--- src/rtl/core_types_pkg.sv ---
// Shared types for the physical-register free list and its checkpoints.
// Defines the depth constants, the wrap-bit pointer and the column index.
package core_types_pkg;

  localparam int FREE_LIST_DEPTH = 32;
  localparam int LOG_FREE_LIST_DEPTH = $clog2(FREE_LIST_DEPTH);
  localparam int CHECKPOINT_COLUMNS = 4;
  localparam int LOG_CHECKPOINT_COLUMNS = $clog2(CHECKPOINT_COLUMNS);

  typedef logic [LOG_CHECKPOINT_COLUMNS-1:0] checkpoint_column_t;
  typedef logic [LOG_FREE_LIST_DEPTH:0] free_list_ptr_t;

endpackage

--- src/rtl/ckpt_ptr_table.sv ---
// Checkpoint table of saved free-list head pointers.
// Ports: clk, rst, one write port (wr_en/wr_col/wr_ptr), one read port (rd_col/rd_ptr).
module ckpt_ptr_table
  import core_types_pkg::*;
(
  input  logic               clk,
  input  logic               rst,
  input  logic               wr_en,
  input  checkpoint_column_t wr_col,
  input  free_list_ptr_t     wr_ptr,
  input  checkpoint_column_t rd_col,
  output free_list_ptr_t     rd_ptr
);

  free_list_ptr_t tbl [CHECKPOINT_COLUMNS];

  // Read sees the pre-edge contents, so a same-cycle write is not forwarded.
  assign rd_ptr = tbl[rd_col];

  always_ff @(posedge clk) begin
    if (rst) begin
      for (int i = 0; i < CHECKPOINT_COLUMNS; i++) begin
        tbl[i] <= '0;
      end
    end else if (wr_en) begin
      tbl[wr_col] <= wr_ptr;
    end
  end

endmodule

--- src/rtl/phys_reg_free_list_ckpt.sv ---
// Circular free list of physical register tags with checkpointed head pointer.
// Ports: CLK/RST, dequeue, enqueue, save/restore, revert, free_count, error_flag.
module phys_reg_free_list_ckpt #(
  parameter int NUM_PHYS_REGS      = 64,
  parameter int NUM_ARCH_REGS      = 32,
  parameter int CHECKPOINT_COLUMNS = 4
) (
  input  logic                                         CLK,
  input  logic                                         RST,
  input  logic                                         dequeue_valid,
  output logic                                         dequeue_ready,
  output logic [$clog2(NUM_PHYS_REGS)-1:0]             dequeue_phys_reg_tag,
  input  logic                                         enqueue_valid,
  input  logic [$clog2(NUM_PHYS_REGS)-1:0]             enqueue_phys_reg_tag,
  input  logic                                         save_valid,
  input  logic [$clog2(CHECKPOINT_COLUMNS)-1:0]        save_column,
  input  logic                                         restore_valid,
  input  logic [$clog2(CHECKPOINT_COLUMNS)-1:0]        restore_column,
  input  logic                                         revert_valid,
  output logic [$clog2(NUM_PHYS_REGS-NUM_ARCH_REGS):0] free_count,
  output logic                                         error_flag
);

  import core_types_pkg::*;

  localparam int TAG_W = $clog2(NUM_PHYS_REGS);
  localparam free_list_ptr_t DEPTH_PTR = free_list_ptr_t'(FREE_LIST_DEPTH);

  typedef logic [TAG_W-1:0] tag_t;

  tag_t           mem [FREE_LIST_DEPTH];
  free_list_ptr_t head;
  free_list_ptr_t tail;
  free_list_ptr_t head_nxt;
  free_list_ptr_t tail_nxt;
  free_list_ptr_t cnt;
  free_list_ptr_t new_cnt;
  free_list_ptr_t saved_ptr;
  logic           err;
  logic           err_nxt;
  logic           deq_fire;
  logic           enq_fire;
  logic           full;
  logic           empty;

  ckpt_ptr_table u_ckpt (
    .clk    (CLK),
    .rst    (RST),
    .wr_en  (save_valid),
    .wr_col (save_column),
    .wr_ptr (head_nxt),
    .rd_col (restore_column),
    .rd_ptr (saved_ptr)
  );

  always_comb begin
    cnt      = tail - head;
    full     = (cnt == DEPTH_PTR);
    empty    = (cnt == '0);
    head_nxt = head;
    err_nxt  = 1'b0;
    deq_fire = 1'b0;
    if (restore_valid) begin
      head_nxt = saved_ptr;
    end else if (revert_valid) begin
      if (full) err_nxt = 1'b1;
      else      head_nxt = head - 1'b1;
    end else if (dequeue_valid) begin
      if (empty) begin
        err_nxt = 1'b1;
      end else begin
        head_nxt = head + 1'b1;
        deq_fire = 1'b1;
      end
    end
    // A full list only has room when a slot is freed at the head this cycle.
    enq_fire = enqueue_valid && (!full || deq_fire);
    if (enqueue_valid && !enq_fire) err_nxt = 1'b1;
    tail_nxt = enq_fire ? tail + 1'b1 : tail;
    new_cnt  = tail_nxt - head_nxt;
    if (restore_valid && (new_cnt > DEPTH_PTR)) err_nxt = 1'b1;
  end

  always_ff @(posedge CLK) begin
    if (RST) begin
      head <= '0;
      tail <= DEPTH_PTR;
      err  <= 1'b0;
      for (int i = 0; i < FREE_LIST_DEPTH; i++) begin
        mem[i] <= tag_t'(NUM_ARCH_REGS + i);
      end
    end else begin
      head <= head_nxt;
      tail <= tail_nxt;
      err  <= err | err_nxt;
      if (enq_fire) mem[tail[LOG_FREE_LIST_DEPTH-1:0]] <= enqueue_phys_reg_tag;
    end
  end

  assign dequeue_ready        = !empty;
  assign dequeue_phys_reg_tag = mem[head[LOG_FREE_LIST_DEPTH-1:0]];
  assign free_count           = cnt;
  assign error_flag           = err;

endmodule

--- config.mk ---
export PLATFORM = sky130hd
export DESIGN_NAME = phys_reg_free_list_ckpt
export DESIGN_NICKNAME = d
export VERILOG_FILES = /design/src/rtl/core_types_pkg.sv /design/src/rtl/ckpt_ptr_table.sv /design/src/rtl/phys_reg_free_list_ckpt.sv
export SDC_FILE = /design/constraint.sdc
export NUM_CORES = 1
export LEC_CHECK = 0
export ABC_AREA = 1
export BUFFER_PORTS_ARGS = -buffer_cell sky130_fd_sc_hd__clkbuf_2
export CORE_MARGIN = 2
export CORE_UTILIZATION = 57
export CTS_BUF_LIST = sky130_fd_sc_hd__clkbuf_16
export DETAILED_ROUTE_END_ITERATION = 10
export GPL_ROUTABILITY_DRIVEN = 0
export GPL_TIMING_DRIVEN = 0
export PLACE_DENSITY_LB_ADDON = 0.25
export SYNTH_ARGS = -nofsm -noshare
export SYNTH_HDL_FRONTEND = slang
export SYNTH_SLANG_ARGS = --single-unit
--- constraint.sdc ---
create_clock -name CLK -period 3.8 [get_ports CLK]
set_input_delay 0.19 -clock CLK [delete_from_list [all_inputs] [get_ports CLK]]
set_output_delay 0.19 -clock CLK [all_outputs]
set_load 0.01 [all_outputs]
---- Word level (Yosys, flattened, before mapping) ----
Memory sizes are Yosys's and may differ from the RTL's. A register that Yosys moved wholly into a read port is not among the register bits.
Index checks and enable logic that the tools add are counted.
cells by class
  add/subtract/negate cells ............... 5
  magnitude comparators ................... 1
  eq/ne operators ......................... 1
  multiplexer cells ....................... 32
  bitwise logic cells ..................... 1
  reduce and logical (&&, ||, !) cells .... 10
operators by type and width
  operator                                                             number
  6-bit 2-to-1 mux                                                     8
  1-bit 2-to-1 mux                                                     21
  6-bit by 1-bit adder with 6-bit output (second input constant)       2
  6-bit OR reduction                                                   2
  6-bit subtractor                                                     2
  5-bit 2-to-1 mux                                                     2
  6-bit equality test (second input constant)                          1
  6-bit greater-than comparator (second input constant)                1
  6-bit logical NOT                                                    1
  6-bit by 1-bit subtractor with 6-bit output (second input constant)  1
  1-bit logical AND                                                    3
  1-bit logical NOT                                                    3
  2-bit 2-to-1 mux                                                     1
  1-bit logical OR                                                     1
  1-bit OR                                                             1
storage, ports and cells
  register bits ........................... 13
  bits in writable memories ............... 216
  input bits .............................. 17
  memories kept ........................... 2
memory list
  name        words  width  rd ports  clocked after memory_dff  write ports  RTL line                       RTL
  mem         32     6      1         1                         32           phys_reg_free_list_ckpt.sv:31  tag_t mem [FREE_LIST_DEPTH];
  u_ckpt.tbl  4      6      1         0                         4            ckpt_ptr_table.sv:15           free_list_ptr_t tbl [CHECKPOINT_COLUMNS];

---- Logic depth before layout (Yosys ltp) ----
  depth in word-level cells ............... 14
  mapped depth ............................ 29

---- Modules after synthesis ----
A second synthesis with hierarchy kept.
unflattened totals
  cells, all modules ...................... 1218
  area, all modules ....................... 11634.9 sq um
by module, submodules not included
  module                   times used  cells an instance  area an instance (sq um)
  phys_reg_free_list_ckpt  1           1079               10372.4
  ckpt_ptr_table           1           139                1262.5

---- Worst setup path after synthesis ----
Ideal clock, no wire load.
  kind .................................... register to register
  start point ............................. reg head[1]
  end point ............................... reg err (netlist: error_flag)
  library setup time ...................... 0.074 ns
  arrival time ............................ 3.575 ns
  slack ................................... 0.151 ns
  stages on the path, launching flop included .. 30
  clock period less this slack ............ 3.649 ns
  path through ............................ dfxtp_1 -> inv_1 -> clkbuf_1 -> clkbuf_1 -> ha_1 -> nand2_1 -> nor2_1 -> nand2_1 -> nand3_1 -> nand2_1 -> nand2_1 -> nand2_2 -> nand2_1 -> nor2_2 -> nand2_1 -> nand2_1 -> xor2_1 -> nand2_1 -> nand2_1 -> inv_2 -> ha_1 -> a21oi_1 -> nand2_1 -> a21oi_1 -> inv_1 -> a21oi_1 -> inv_1 -> nand3_1 -> nand3_1 -> a21oi_1
on the way
  cells in the longest elaborated chain, start to end .. 14
  elaborated cells on any way between the ends .. 31
  classes of those cells .................. add/sub: 4; order compare: 1; eq/ne: 1; mux: 17; bitwise: 1; reduce/logical: 7
ends and longest elaborated chain
  item                           RTL line                       RTL
  start, declared                phys_reg_free_list_ckpt.sv:32  free_list_ptr_t head;
  start signal, assigned         phys_reg_free_list_ckpt.sv:93  head <= head_nxt;
  6-bit subtractor               phys_reg_free_list_ckpt.sv:57  cnt = tail - head;
  6-bit logical NOT              phys_reg_free_list_ckpt.sv:59  empty = (cnt == '0);
  1-bit 2-to-1 mux               phys_reg_free_list_ckpt.sv:69  if (empty) begin
  1-bit 2-to-1 mux               phys_reg_free_list_ckpt.sv:68  end else if (dequeue_valid) begin
  1-bit 2-to-1 mux               phys_reg_free_list_ckpt.sv:65  end else if (revert_valid) begin
  1-bit 2-to-1 mux               phys_reg_free_list_ckpt.sv:63  if (restore_valid) begin
  1-bit logical OR               phys_reg_free_list_ckpt.sv:77  enq_fire = enqueue_valid && (!full || deq_fire);
  1-bit logical AND              phys_reg_free_list_ckpt.sv:77
  6-bit 2-to-1 mux               phys_reg_free_list_ckpt.sv:79  tail_nxt = enq_fire ? tail + 1'b1 : tail;
  6-bit subtractor               phys_reg_free_list_ckpt.sv:80  new_cnt = tail_nxt - head_nxt;
  6-bit greater-than comparator  phys_reg_free_list_ckpt.sv:81  if (restore_valid && (new_cnt > DEPTH_PTR)) err_nxt = 1'b1;
  1-bit logical AND              phys_reg_free_list_ckpt.sv:81
  1-bit 2-to-1 mux (*)           phys_reg_free_list_ckpt.sv:81
  1-bit OR (*)                   phys_reg_free_list_ckpt.sv:95  err <= err | err_nxt;
  end signal, assigned           phys_reg_free_list_ckpt.sv:95
  end, declared                  phys_reg_free_list_ckpt.sv:39  logic err;
Mark *: on every way between the ends. The rest lies on a longest branch, timed or not.
A chain may end at the register's enable or synchronous reset.

---- Final worst setup path ----
Same ends and word-level chain as after synthesis.

==> out/metrics.cfg <==
[outcome]
status = complete, no violations

[worst_hold_path]
whs_path_depth = 3
hold_end = mem[1][5]
min_from = enqueue_phys_reg_tag[5]
hp-class = input port to flop

[synthesis]
yosysUniqueCellTypes = 34
avgSynthCellArea_um2 = 9.58
synth-edff-count = 216
yosysSeqAreaShare_pct = 60.2
synth_mux_area_share_pct = 0
ys.flop_type = edfxtp_1
synth_top_family_by_area = simple AND/OR/NAND/NOR gates
synth_async_sr_flop_share_pct = 0
synth_top_area_share_pct = 57.9
ys_warn_count = 0
synth-xor-area-share_pct = 0.625
yosysMostFrequentCell = nor2_1
synthSimpleGateAreaFrac_pct = 20.7
synth_cells = 1169
netlist_top_cells_count = nor2_1, nand2_1, edfxtp_1
yosys.area.top_type = edfxtp_1
syn_nets = 1204
ys_ff_latch = 229
synth_fa_ha_area_share_pct = 2.14
synthTopCellsByArea = edfxtp_1, nor2_1, nand2_1, o21ai_0, o22ai_1
syn_area_um2 = 11200
synth_compound_area_share_pct = 11.0

[final_layout]
nets = 1266
syn_to_final_growth_pct = 12.8
fin_cells = 1512
final_area_um2 = 12600
diodes = 0
drive_above_1_share_pct = 13.9
fill_cells = 1592

[clock_tree]
clock_sinks = 229
postCtsHoldBufs = 0
clk-insertion-delay-late_ps = 520
clk_pin_slew_ps = 60
root_buffer = clkbuf_16
htree_num_levels = 1
cts_tree = done
cts_buffers = 24
clockBufferDepth = 3

[setup_path]
worstSetupStartpointType = flop
cp-end-kind = flop
critPathArrivalTime_ps = 4050
critPathLaunch = head[1]
cp.required_ps = 4240
reg2reg_slack_ps = 190
cp_max_fo = 4
slowest_delay_ps = 430
rr_worst_depth = 26
crit_slowest_cell = fa_1
crit_type = flop to flop
reg2reg_from = head[1]
worstReg2RegEnd = error_flag

[placed_design]
dpl.cell_count = 1463
place_area_um2 = 11700
place_hpwl_um = 22200
numPortBuffers = 29

[drt]
detail-route-antenna-nets = 0
drt_iter0_markers = 1155
post_drt_wl_per_cell_um = 21.0
dr.pass1.iters = 6
wirelength_um = 31700
viasPerCell = 5.97
drcViolationCount = 0
num_vias = 9021

[die]
fp.dieW_um = 144
die_area_um2 = 20800
placementRows = 51
core-area_um2 = 19400
ios = 31
die_y_um = 144
start_util_pct = 57.8

[timing]
post-route-min-period_ps = 3610
slew_viol_final = 0
setup_viol = 0
max_freq_mhz = 277
relSlewSlack_pct = 31.6
clock_skew_ps = 8.23
period_share_pct = 95.1
worst_slew_pin_slew_ps = 1030
finalHoldViolCount = 0

[job]
max_cap_viol_count = 0

[pwr]
power_density_nw_per_um2 = 484
leakage_nw = 4.33
vdd_drop_max_mv = 0.408

[grt]
grt_max_degree = 14
grtUsageTotal_pct = 30.4
antenna_found_initial = 0
grt_pass1_vias = 8353
grt_pass1_wl_um = 46600
grt-ovfl-total = 0

==> placed cells by master (no fill, tap or decap), types with 15 or more instances in the layout <==
master and n:
inv_2 30, nand2_1 217, inv_1 68, clkbuf_2 29, clkbuf_1 58, edfxtp_1 216, o21ai_0 111, a21oi_1 15
nand3_1 27, nor2_1 240, clkbuf_16 25, o22ai_1 53
==> where the power goes <==
group | total [mW] | switching, mW | internal (mW)
clock | 2.26 | 0.950 | 1.31
combinational | 0.999 | 0.702 | 0.297
sequential | 2.86 | 0.0336 | 2.82
==> cell families after synthesis <==
| group | count (synthesis) |
|---|---|
| flops | 229 |
| simple gates | 542 |
| xor+xnor | 8 |
| fa+ha+maj | 18 |
| compound gates | 214 |
| buf+inv | 158 |
==> worst max-delay path: cells and delay by family, from the launching register on <==
kind / cells / cell delay, ps
simple gates: 14 / 1330
fa+ha+maj: 2 / 680
compound gates: 4 / 580
buf+inv: 5 / 430
flops: 1 / 370
xor+xnor: 1 / 140
==> per-layer routing <==
metal | share of wire, % | GRT usage (%)
met5 | 0 | 0
met4 | 4.7 | 14.4
met3 | 10 | 4.64
met2 | 46 | 49.3
met1 | 38 | 40.8
==> state kept, by name (all words and copies together), names as in the netlist <==
name	cells
mem	192
u_ckpt.tbl	24
head	6
tail	6
error_flag	1
==> area by class of cell <==
cell class	count	area (µm²)	share of cell area, %
well taps	265	332	2.62
flip-flops and latches	229	6760	53.5
plain buffers	62	262	2.07
multi-input cells	782	3970	31.4
clock buffers	25	626	4.95
repair buffers	39	220	1.74
clock inverters	17	119	0.940
inverters	93	355	2.81
==> metrics by stage <==
step	hold slack (ps)	worst slack (ps)	utilization (%)	TNS (ps)	power (mW)
after detailed placement	535	-1120	60.2	-37990	3.82
final	42.0	187	65.2	0	6.12
after global placement	523	-988	60.2	-22560	3.80
after global routing	54.1	-62.8	65.2	-62.8	6.27
after floorplan	387	151	-	0	3.49
after CTS	38.3	9.52	64.5	0	6.03
==> worst max-delay path by stage <==
stage                       to  slack [ps]  cells after the start
floorplan           error_flag         150                     29
global placement    error_flag        -990                     24
detailed placement  error_flag       -1120                     24
CTS                 error_flag          10                     18
global route        error_flag         -60                     23
finish              error_flag         190                     26
==> repair_timing <==
| action | in CTS | in global routing |
|---|---|---|
| gates resized for setup | 14 | 33 |
| setup buffers | 4 | 6 |
| endpoints found under the hold margin | 0 | 0 |
| pin swaps | 1 | 8 |
| setup endpoints to repair | 208 | 1 |
No activity file was read; power rests on OpenSTA's default activity.
